$ cat config.mk
export PLATFORM = sky130hd
export DESIGN_NAME = hier_rr_arbiter_flat
export DESIGN_NICKNAME = d
export VERILOG_FILES = /design/src/rtl/hier_rr_arbiter_if.sv /design/src/rtl/hier_rr_arbiter.sv /design/src/flat_wrapper.sv
export SDC_FILE = /design/constraint.sdc
export NUM_CORES = 1
export LEC_CHECK = 0
export CORE_MARGIN = 2
export CORE_UTILIZATION = 50
export DETAILED_ROUTE_END_ITERATION = 12
export DONT_BUFFER_PORTS = 1
export PLACE_DENSITY = 0.73
export SLEW_MARGIN = 20
export SYNTH_ARGS = -nofsm -noshare
export SYNTH_HDL_FRONTEND = slang
export SYNTH_SLANG_ARGS = --single-unit
$ cat constraint.sdc
create_clock -name clk -period 9.34 [get_ports clk]
set_clock_uncertainty 0.05 [all_clocks]
set_input_delay 1.868 -clock clk [delete_from_list [all_inputs] [get_ports clk]]
set_output_delay 1.868 -clock clk [all_outputs]
set_load 0.02 [all_outputs]
$ cat src/rtl/hier_rr_arbiter_if.sv
`default_nettype none
// ============================================================================
//  Module   : hier_rr_arbiter_if
//  Purpose  : Request/grant bundle for the hierarchical round-robin arbiter.
//             The master drives the requests and the release strobe. The
//             slave (the arbiter) returns the grant, its encoded index, a
//             valid flag and the timeout pulse.
//  Signals  : req[N]        request vector, one bit per requester
//             done          current owner releases its grant
//             grant[N]      one-hot grant, zero when idle
//             grant_valid   grant is non-zero
//             grant_id      encoded index of grant, zero when idle
//             timeout       tenure ended by the hold limit
//  Revision : 1.0  initial release
// ============================================================================
interface hier_rr_arbiter_if #(
  parameter int N = 16
) ();
  localparam int IW = (N > 1) ? $clog2(N) : 1;

  logic [N-1:0]  req;
  logic          done;
  logic [N-1:0]  grant;
  logic          grant_valid;
  logic [IW-1:0] grant_id;
  logic          timeout;

  modport master (
    output req,
    output done,
    input  grant,
    input  grant_valid,
    input  grant_id,
    input  timeout
  );

  modport slave (
    input  req,
    input  done,
    output grant,
    output grant_valid,
    output grant_id,
    output timeout
  );
endinterface
`default_nettype wire

$ cat src/rtl/hier_rr_arbiter.sv
`default_nettype none
// ============================================================================
//  Module   : hier_rr_arbiter
//  Purpose  : Two-level round-robin arbiter. Each group of GROUP_SIZE
//             requesters has its own leaf pointer, and one root pointer
//             rotates among the GROUPS groups. A granted owner keeps the
//             grant until it asserts done, drops its request, or has held
//             the grant for MAX_HOLD cycles (0 = no limit). Handover to the
//             next requester is back-to-back.
//  Ports    : clk          rising-edge clock
//             rst_n        asynchronous active-low reset
//             bus (slave)  req/done in, grant/grant_valid/grant_id/timeout out
//  Revision : 1.0  initial release
// ============================================================================
module hier_rr_arbiter #(
  parameter int GROUPS     = 4,
  parameter int GROUP_SIZE = 4,
  parameter int MAX_HOLD   = 16
) (
  input  wire logic        clk,
  input  wire logic        rst_n,
  hier_rr_arbiter_if.slave bus
);

  localparam int N  = GROUPS * GROUP_SIZE;
  localparam int IW = (N > 1) ? $clog2(N) : 1;
  localparam int LW = $clog2(GROUP_SIZE);
  localparam int GW = $clog2(GROUPS);
  localparam int TW = (MAX_HOLD > 0) ? $clog2(MAX_HOLD + 1) : 1;

  localparam logic [0:0] S_IDLE = 1'b0;
  localparam logic [0:0] S_BUSY = 1'b1;

  // --------------------------------------------------------------------------
  // State
  // --------------------------------------------------------------------------
  logic [0:0]    r_state;
  logic [N-1:0]  r_grant;
  logic          r_grant_valid;
  logic [IW-1:0] r_grant_id;
  logic          r_timeout;
  logic [TW-1:0] r_tenure;
  logic [GW-1:0] r_root_ptr;
  logic [LW-1:0] r_leaf_ptr [GROUPS];

  // --------------------------------------------------------------------------
  // Release detection
  // --------------------------------------------------------------------------
  logic w_owner_req;
  logic w_tenure_hit;
  logic w_release;
  logic w_arbitrate;

  assign w_owner_req = |(bus.req & r_grant);
  // r_tenure counts completed BUSY cycles after the issuing edge, so the
  // owner's MAX_HOLD-th visible cycle is the one where it equals MAX_HOLD-1.
  assign w_tenure_hit = (MAX_HOLD != 0) && (r_tenure >= TW'(MAX_HOLD - 1));
  assign w_release    = (r_state == S_BUSY) &&
                        (bus.done || !w_owner_req || w_tenure_hit);
  assign w_arbitrate  = (r_state == S_IDLE) || w_release;

  // --------------------------------------------------------------------------
  // Arbitration: the current owner is masked out during a handover.
  // --------------------------------------------------------------------------
  logic [N-1:0]                       w_arb_req;
  logic [GROUPS-1:0][GROUP_SIZE-1:0]  w_req2d;
  logic                               w_any;
  logic [GW-1:0]                      w_win_grp;
  logic [LW-1:0]                      w_win_leaf;
  logic [IW-1:0]                      w_win_id;
  logic [GW-1:0]                      w_root_nxt;
  logic [LW-1:0]                      w_leaf_nxt;

  assign w_arb_req = (r_state == S_BUSY) ? (bus.req & ~r_grant) : bus.req;
  assign w_req2d   = w_arb_req;

  always_comb begin
    logic [LW:0]   w_idx;
    logic [GW:0]   w_gi;
    logic [GROUPS-1:0] w_has;
    logic [LW-1:0] w_cand [GROUPS];

    w_idx     = '0;
    w_gi      = '0;
    w_has     = '0;
    w_any     = 1'b0;
    w_win_grp = r_root_ptr;

    // Leaf search: scanning offsets from high to low lets the smallest
    // offset from the pointer overwrite the others and win.
    for (int g = 0; g < GROUPS; g++) begin
      w_cand[g] = r_leaf_ptr[g];
      for (int k = GROUP_SIZE - 1; k >= 0; k--) begin
        w_idx = {1'b0, r_leaf_ptr[g]} + (LW + 1)'(k);
        if (w_idx >= (LW + 1)'(GROUP_SIZE)) begin
          w_idx = w_idx - (LW + 1)'(GROUP_SIZE);
        end
        if (w_req2d[g][w_idx[LW-1:0]]) begin
          w_cand[g] = w_idx[LW-1:0];
          w_has[g]  = 1'b1;
        end
      end
    end

    // Root search over groups that hold a candidate, same wrap rule.
    for (int k = GROUPS - 1; k >= 0; k--) begin
      w_gi = {1'b0, r_root_ptr} + (GW + 1)'(k);
      if (w_gi >= (GW + 1)'(GROUPS)) begin
        w_gi = w_gi - (GW + 1)'(GROUPS);
      end
      if (w_has[w_gi[GW-1:0]]) begin
        w_win_grp = w_gi[GW-1:0];
        w_any     = 1'b1;
      end
    end

    w_win_leaf = w_cand[w_win_grp];
  end

  assign w_win_id   = IW'(w_win_grp) * IW'(GROUP_SIZE) + IW'(w_win_leaf);
  assign w_root_nxt = (w_win_grp == GW'(GROUPS - 1)) ? '0 : w_win_grp + GW'(1);
  assign w_leaf_nxt = (w_win_leaf == LW'(GROUP_SIZE - 1)) ? '0 : w_win_leaf + LW'(1);

  // --------------------------------------------------------------------------
  // Sequential update
  // --------------------------------------------------------------------------
  always_ff @(posedge clk or negedge rst_n) begin
    if (!rst_n) begin
      r_state       <= S_IDLE;
      r_grant       <= '0;
      r_grant_valid <= 1'b0;
      r_grant_id    <= '0;
      r_timeout     <= 1'b0;
      r_tenure      <= '0;
      r_root_ptr    <= '0;
      for (int g = 0; g < GROUPS; g++) begin
        r_leaf_ptr[g] <= '0;
      end
    end else begin
      r_timeout <= 1'b0;
      if (w_arbitrate) begin
        // Only a pure hold-limit release (owner still requesting, no done)
        // is reported as a timeout.
        r_timeout <= w_release && w_tenure_hit && !bus.done && w_owner_req;
        if (w_any) begin
          r_state                <= S_BUSY;
          r_grant                <= {{(N-1){1'b0}}, 1'b1} << w_win_id;
          r_grant_valid          <= 1'b1;
          r_grant_id             <= w_win_id;
          r_tenure               <= '0;
          r_root_ptr             <= w_root_nxt;
          r_leaf_ptr[w_win_grp]  <= w_leaf_nxt;
        end else begin
          r_state       <= S_IDLE;
          r_grant       <= '0;
          r_grant_valid <= 1'b0;
          r_grant_id    <= '0;
          r_tenure      <= '0;
        end
      end else if (r_tenure != TW'(MAX_HOLD)) begin
        r_tenure <= r_tenure + TW'(1);
      end
    end
  end

  assign bus.grant       = r_grant;
  assign bus.grant_valid = r_grant_valid;
  assign bus.grant_id    = r_grant_id;
  assign bus.timeout     = r_timeout;

endmodule
`default_nettype wire

$ cat src/flat_wrapper.sv
// flat-port wrapper written by rule: the top's interface ports become plain ports
module hier_rr_arbiter_flat 
#(
  parameter int GROUPS     = 4,
  parameter int GROUP_SIZE = 4,
  parameter int MAX_HOLD   = 16
)
  (clk, rst_n, bus_req, bus_done, bus_grant, bus_grant_valid, bus_grant_id, bus_timeout);
  hier_rr_arbiter_if #(.N((GROUPS * GROUP_SIZE))) bus_i ();
  input  wire logic clk;
  input  wire logic rst_n;
  input wire logic [$bits(bus_i.req)-1:0] bus_req;
  input wire logic [$bits(bus_i.done)-1:0] bus_done;
  output wire logic [$bits(bus_i.grant)-1:0] bus_grant;
  output wire logic [$bits(bus_i.grant_valid)-1:0] bus_grant_valid;
  output wire logic [$bits(bus_i.grant_id)-1:0] bus_grant_id;
  output wire logic [$bits(bus_i.timeout)-1:0] bus_timeout;
  assign bus_i.req = bus_req;
  assign bus_i.done = bus_done;
  assign bus_grant = bus_i.grant;
  assign bus_grant_valid = bus_i.grant_valid;
  assign bus_grant_id = bus_i.grant_id;
  assign bus_timeout = bus_i.timeout;
  hier_rr_arbiter #(.GROUPS(GROUPS), .GROUP_SIZE(GROUP_SIZE), .MAX_HOLD(MAX_HOLD)) u_core (.clk(clk), .rst_n(rst_n), .bus(bus_i));
endmodule
# After elaboration in Yosys (flattened, before gate mapping)
# Cells that the tools add are included.
[totals] register_bits=37 input_bits=19 output_inout_bits=22
[classes] n_addsub=39 order_cmp=43 eq_ne=3 shift=1 mux=115 bitwise=5 reduce_logical=13
[op_table] operator="two-way mux 2 bit" count=45
[op_table] operator="< comparator 2 x 3 -> 1 bit (second input constant)" count=20
[op_table] operator="greater-or-equal comparator 3 bit (second input constant)" count=16
[op_table] operator="two-way mux 1 bit" count=42
[op_table] operator="binary-select mux 1 bit (select 2 bit)" count=20
[op_table] operator="subtractor 2 x 1 -> 2 bit (second input constant)" count=20
[op_table] operator="bitwise AND 16 bit" count=2
[op_table] operator="two-way mux 16 bit" count=2
[op_table] operator="adder 2 x 2 -> 3 bit (second input constant)" count=10
[op_table] operator="inverter 16 bit" count=1
[op_table] operator="OR reduction 16 bit" count=1
[op_table] operator="left shift 1 x 4 -> 16 bit (first input constant)" count=1
[op_table] operator="adder 2 x 1 -> 3 bit (second input constant)" count=5
[op_table] operator="greater-or-equal comparator 2 x 3 -> 1 bit (second input constant)" count=5
[op_table] operator="two-way mux 5 bit" count=2
[op_table] operator="bitwise mux 8 bit" count=1
[op_table] operator="adder 5 x 1 -> 5 bit (second input constant)" count=1
[op_table] operator="greater-or-equal comparator 5 x 4 -> 1 bit (second input constant)" count=1
[op_table] operator="logical AND 1 bit" count=5
[op_table] operator="inequality test 5 bit (second input constant)" count=1
[op_table] operator="adder 2 x 1 -> 2 bit (second input constant)" count=2
[op_table] operator="adder 4 x 2 -> 4 bit" count=1
[op_table] operator="binary-select mux 2 bit (select 2 bit)" count=1
[op_table] operator="demux 2 bit (select 2 bit)" count=1
[op_table] operator="other kinds (9)" count=13

# Longest topological paths before layout
[logic_depth] ltp_word=22 depth_mapped=16

# Worst setup path before layout
# OpenSTA, ideal clock, no wires.
[synth_timing] path_type="input to register" start="input port bus_req[3]" end="register u_core.r_leaf_ptr[0] in the netlist's numbering" setup_ps=125 t_arrival_ps=4360 slack_ps=4806 stages=14 n_path_buf=2 path_cell_list="nor2_1 -> o221ai_2 -> nor4_2 -> o22ai_1 -> a222oi_1 -> buf_4 -> inv_4 -> mux2_4 -> buf_6 -> inv_1 -> ha_1 -> nor2b_1 -> a22o_1 -> mux2_2"
[synth_between] elab_chain_len=21 word_cells_on_any_way=55 classes_between="1 x add/sub; 2 x order compare; 1 x eq/ne; 40 x mux; 3 x bitwise; 8 x reduce/logical"
[synth_lines] item="start: declaration" line_no="flat_wrapper.sv:12" text="input wire logic [$bits(bus_i.req)-1:0] bus_req;"
[synth_lines] item="bitwise AND 16 bit" line_no="hier_rr_arbiter.sv:74" text="assign w_arb_req = (r_state == S_BUSY) ? (bus.req & ~r_grant) : bus.req;"
[synth_lines] item="two-way mux 16 bit" line_no="hier_rr_arbiter.sv:74"
[synth_lines] item="binary-select mux 1 bit (select 2 bit)" line_no="hier_rr_arbiter.sv:98" text="if (w_req2d[g][w_idx[LW-1:0]]) begin"
[synth_lines] item="two-way mux 1 bit (implied by the code)" line_no="hier_rr_arbiter.sv:98"
[synth_lines] item="two-way mux 1 bit (4 in series)" line_no="hier_rr_arbiter.sv:98"
[synth_lines] item="binary-select mux 1 bit (select 2 bit)" line_no="hier_rr_arbiter.sv:111" text="if (w_has[w_gi[GW-1:0]]) begin"
[synth_lines] item="two-way mux 1 bit (implied by the code)" line_no="hier_rr_arbiter.sv:111"
[synth_lines] item="two-way mux 2 bit (4 in series)" line_no="hier_rr_arbiter.sv:111"
[synth_lines] item="inverter 2 -> 3 bit (implied by the code)" line_no="hier_rr_arbiter.sv:117, hier_rr_arbiter.sv:152"
[synth_lines] item="binary-select mux 2 bit (select 2 bit)" line_no="hier_rr_arbiter.sv:117" text="w_win_leaf = w_cand[w_win_grp];"
[synth_lines] item="two-way mux 2 bit (implied by the code) (2 in series)" line_no="hier_rr_arbiter.sv:117"
[synth_lines] item="adder 2 x 1 -> 2 bit or == test 2 bit (tied branches)" line_no="hier_rr_arbiter.sv:122" text="assign w_leaf_nxt = (w_win_leaf == LW'(GROUP_SIZE - 1)) ? '0 : w_win_leaf + LW'(1);"
[synth_lines] item="two-way mux 2 bit" line_no="hier_rr_arbiter.sv:122"
[synth_lines] item="bitwise mux 8 bit" line_no="hier_rr_arbiter.sv:152" text="r_leaf_ptr[w_win_grp] <= w_leaf_nxt;"
[synth_lines] item="end signal: indexed assignment" line_no="hier_rr_arbiter.sv:152"
[synth_lines] item="end: declaration" line_no="hier_rr_arbiter.sv:44" text="logic [LW-1:0] r_leaf_ptr [GROUPS];"
# Several ways; a longest one is shown, not always the timed one. The select of a mux whose other input is x is not followed.
# A chain may end at the register's enable or synchronous reset.

# Worst setup path in the final report
[layout_timing] start="input port bus_req[3]" end="register u_core.r_leaf_ptr[4] in the netlist's numbering"
# Same word-level chain as after synthesis.

==> results by group <==
Finish
  • Ant. Diodes: 0
  • Area occupied by multi-input gates: a little over 2000 sq um
  • Layout area overhead: 3.11%
  • Post-layout nets: 360
  • # fillers: around 540
  • Final core utilization: a little over half
  • Count of non-filler cells in the finished layout: 409
  • Total area of sequential cells: approximately 900 sq um
  • Share of final-layout standard cells stronger than drive strength 1: ~16%
  • Post-Layout Inst Area: 3230 sq um
  • Most common cell after layout, fill and taps aside: sky130_fd_sc_hd__dfrtp_1
  • Highest-count cells in the layout ignoring fill and taps: sky130_fd_sc_hd__dfrtp_1 (37), sky130_fd_sc_hd__nand2_1 (32), sky130_fd_sc_hd__mux2i_1 (23)

Logic synthesis
  • Cell variety after synth: around 60
  • Post-synthesis compound-gate area fraction: between 20% and 30%
  • Number of enable flip-flop cells after synthesis: 0
  • Share of the synthesized netlist area taken by xor and xnor gates: less than 1%
  • Sequential share of the synthesized area: around 30%
  • Share of synthesized cell area in full adder, half adder and majority cells: roughly 3.2%
  • Post-synthesis instance total: between 300 and 400
  • Post-synth top flop: sky130_fd_sc_hd__dfrtp_1
  • Avg Inst Size Synth: approximately 9.2 sq um
  • Simple-gate share of the synthesized area: between 10% and 20%
  • Mux contribution to synthesized area: between 10% and 20%
  • Register bit total from synthesis: 37
  • Combinational family with the most area after synthesis: compound AO/OA/AOI/OAI gates
  • Mapped Area: about 3100 sq um
  • Warning count from the yosys run: 0
  • Synthesized Nets: ~370
  • Share of flip-flops with an asynchronous set or reset after synthesis: 100%

Critical path
  • Family with the most delay on the worst path: compound AO/OA/AOI/OAI gates
  • CP arrival: 4.63 ns
  • R2R Path End: u_core.r_leaf_ptr[4]
  • Chain of cells forming the critical path: nor2_1 > o221ai_2 > nor4_2 > o22ai_1 > a222oi_1 > buf_4 > inv_4 > mux2_4 > inv_1 > ha_1 > nor2b_1 > a22o_1 > mux2_2
  • Setup CP Type: primary input to flop
  • Crit path capture type: flop
  • Maximum single-stage delay on the critical path: 0.38 ns
  • Buffers plus inverters on the worst setup path: 3
  • Critical-path maximum fanout: 14
  • Worst reg-to-reg path cell count: 11
  • Worst reg2reg path startpoint: u_core.r_leaf_ptr[0]
  • Cell type of the slowest stage on the worst timing path: sky130_fd_sc_hd__mux2_4
  • Crit path launch type: primary input
  • Critical Path RT: between 9 and 10 ns
  • Worst reg-to-reg setup slack: roughly 5.6 ns

Clock network
  • Resize count post-CTS: 0
  • Buffers inserted during post-CTS setup optimization: 0
  • Number of H-tree levels: 2
  • Total clock buffers created by CTS: 5
  • Bufs on Longest Clock Path: 2
  • Clock latency at the later pin of the worst-skew pair: roughly 0.29 ns
  • CTS sink count: 37
  • Clock Root Buffer: sky130_fd_sc_hd__clkbuf_8
  • CTS Hold Buffers Added: 0
  • TritonCTS clock tree: built
  • Clock transition at the register clock pins on the worst setup and hold paths after CTS: roughly 0.07 ns

Die
  • Top-level port count: between 40 and 50
  • # rows: 28
  • Die outline height: around 83 microns
  • Horizontal die dimension: 83.2 microns
  • Initial core utilization: about 52%
  • Core box area: 5990 sq um
  • Die ar.: between 6000 and 7000 sq um

Global routing
  • First-pass GRT wire length: about 12 mm
  • Met1 usage: 29.7%
  • GR Overflow Total: 0
  • Initial antenna violation count: 0
  • All-Layer GR Usage: 22.0%
  • Global routing met3 resource utilization: under 10%
  • Most used routing layer: met2
  • GR met2 Demand/Resource: between 30% and 40%
  • Pin count of the biggest net entering global routing: 38
  • Number of global-route vias before repair: roughly 2400

STA
  • Number of hold violations in the final report: 0
  • Clock period minus final worst setup slack: around 4.5 ns
  • Final Hold Slack: 0.547 ns
  • Slew @ Worst Pin: ~0.77 ns
  • Fin Setup TNS: 0 ns
  • Top achievable clock speed: about 220 MHz
  • Fin. max-slew vios: 0
  • Final number of setup-violating endpoints: 0
  • Unrepaired setup endpoints after global routing: false
  • Final critical-path setup slack: 4.83 ns
  • Tcrit/Tclk final: about half
  • Relative max-transition margin: between 40% and 50%

Power and ir drop
  • Worst vdd ir: about 0.27 mV
  • Clock network fraction of design power: under 10%
  • Power per unit of standard cell area: around 400 nW/um^2
  • Sequential share of power: 30.8%
  • Tot Pwr: approximately 1.3 mW
  • Sw frac: between 50% and 60%
  • Combinational share of power: between 60% and 70%
  • Power Internal: 641 uW
  • Static leakage power: 1.42 nW
  • NetSw: around 660 uW

Hold path
  • Class of the most critical hold timing path: flop to flop
  • Hold_sp: u_core.r_leaf_ptr[5]
  • Hold endpoint: u_core.r_leaf_ptr[5]
  • Worst hold path stage count: 1

Placed design
  • Number of cells after detailed placement: around 400
  • Port-buffer cells: 0
  • GPL Wtd Cong: 0.918
  • Half-perimeter wire length after detailed placement: around 5.8 mm
  • Cell area reported after detailed placement: about 3200 sq um
  • Post-placement worst setup slack: about 4.6 ns

Run
  • Max-Cap Viols: 0

Routing
  • TritonRoute pass-1 iters: 5
  • Residual DRC count: 0
  • Post-detailed-routing wire length: between 7 and 8 mm
  • DRT antenna net count: 0
  • Detail-routed via count per cell: 6.58
  • Drt initial violations: roughly 340
  • Total via count after detailed routing: around 2700
  • Avg WL per Cell: 19.0 microns

Status
  • Status: completed
[Yosys cell counts (3+ instances only)]
master,instances,area share (%)
sky130_fd_sc_hd__mux2_2,21,7.5
sky130_fd_sc_hd__buf_2,7,1.1
sky130_fd_sc_hd__mux2i_1,23,7.3
sky130_fd_sc_hd__a22o_1,10,2.8
sky130_fd_sc_hd__a211oi_1,4,0.96
sky130_fd_sc_hd__inv_1,18,2.2
sky130_fd_sc_hd__nand2_1,32,3.8
sky130_fd_sc_hd__and3_1,3,0.60
sky130_fd_sc_hd__ha_1,8,3.2
sky130_fd_sc_hd__a221oi_1,4,1.1
sky130_fd_sc_hd__o21ai_1,4,0.64
sky130_fd_sc_hd__and2_1,6,1.2
sky130_fd_sc_hd__o21ai_0,17,2.7
sky130_fd_sc_hd__mux2_4,3,1.4
sky130_fd_sc_hd__nor2_1,17,2.0
sky130_fd_sc_hd__a32o_1,8,2.6
sky130_fd_sc_hd__clkbuf_1,4,0.48
sky130_fd_sc_hd__buf_4,5,1.2
sky130_fd_sc_hd__nand2b_1,13,2.6
sky130_fd_sc_hd__a22oi_1,3,0.72
sky130_fd_sc_hd__mux2_1,6,2.2
sky130_fd_sc_hd__inv_2,4,0.48
sky130_fd_sc_hd__nor3_1,5,0.80
sky130_fd_sc_hd__nand3_1,8,1.3
sky130_fd_sc_hd__o22ai_1,5,1.0
sky130_fd_sc_hd__a2111oi_0,3,0.84
sky130_fd_sc_hd__a21oi_1,13,2.1
sky130_fd_sc_hd__nor2b_1,4,0.80
sky130_fd_sc_hd__dfrtp_1,37,30
[state kept, by name, indices dropped and copies added, names as in the netlist]
signal                  count
u_core.bus.grant_id         4
u_core.bus.grant_valid      1
u_core.r_root_ptr           2
u_core.bus.grant           16
u_core.r_leaf_ptr           8
u_core.bus.timeout          1
u_core.r_tenure             5
[routing by layer]
layer	vias to the layer above	wire length [microns]
met2	95	3630
li1	1263	-
met5	-	0
met1	1325	3520
met3	7	544
met4	0	87
[worst max path at each step]
stage,start,end,slack (ns),depth (start not counted)
finish,bus_req[3],u_core.r_leaf_ptr[4],4.83,13
global route,bus_req[13],u_core.r_leaf_ptr[4],4.58,11
CTS,bus_req[3],u_core.r_leaf_ptr[4],4.86,13
detailed placement,bus_req[3],u_core.r_leaf_ptr[0],4.59,13
global placement,bus_req[3],u_core.r_leaf_ptr[0],4.67,13
floorplan,bus_req[3],u_core.r_leaf_ptr[0],4.81,14
[power groups by stage]
stage | sequential [mW] | combinational, mW | clock (mW)
floorplan | 0.319 | 0.699 | 0
global placement | 0.397 | 0.766 | 0
detailed placement | 0.400 | 0.780 | 0
CTS | 0.397 | 0.790 | 0.109
global route | 0.412 | 0.875 | 0.116
finish | 0.400 | 0.791 | 0.107
[layout make-up]
type                    count  area share (%)
well taps                  75            2.90
multi-input cells         263            62.5
flip-flops and latches     37            28.6
clock buffers               6            2.24
inverters                  23            2.75
clock inverters             2           0.310
repair buffers              3           0.697
[cell families after synthesis]
kind of cell / Yosys count
AO/OA/AOI/OAI: 104
adder cells (fa/ha/maj): 8
XOR/XNOR: 2
multiplexers: 53
buffers and inverters: 41
AND/OR/NAND/NOR: 96
flip-flops: 37
No activity file was read; power rests on OpenSTA's default activity.
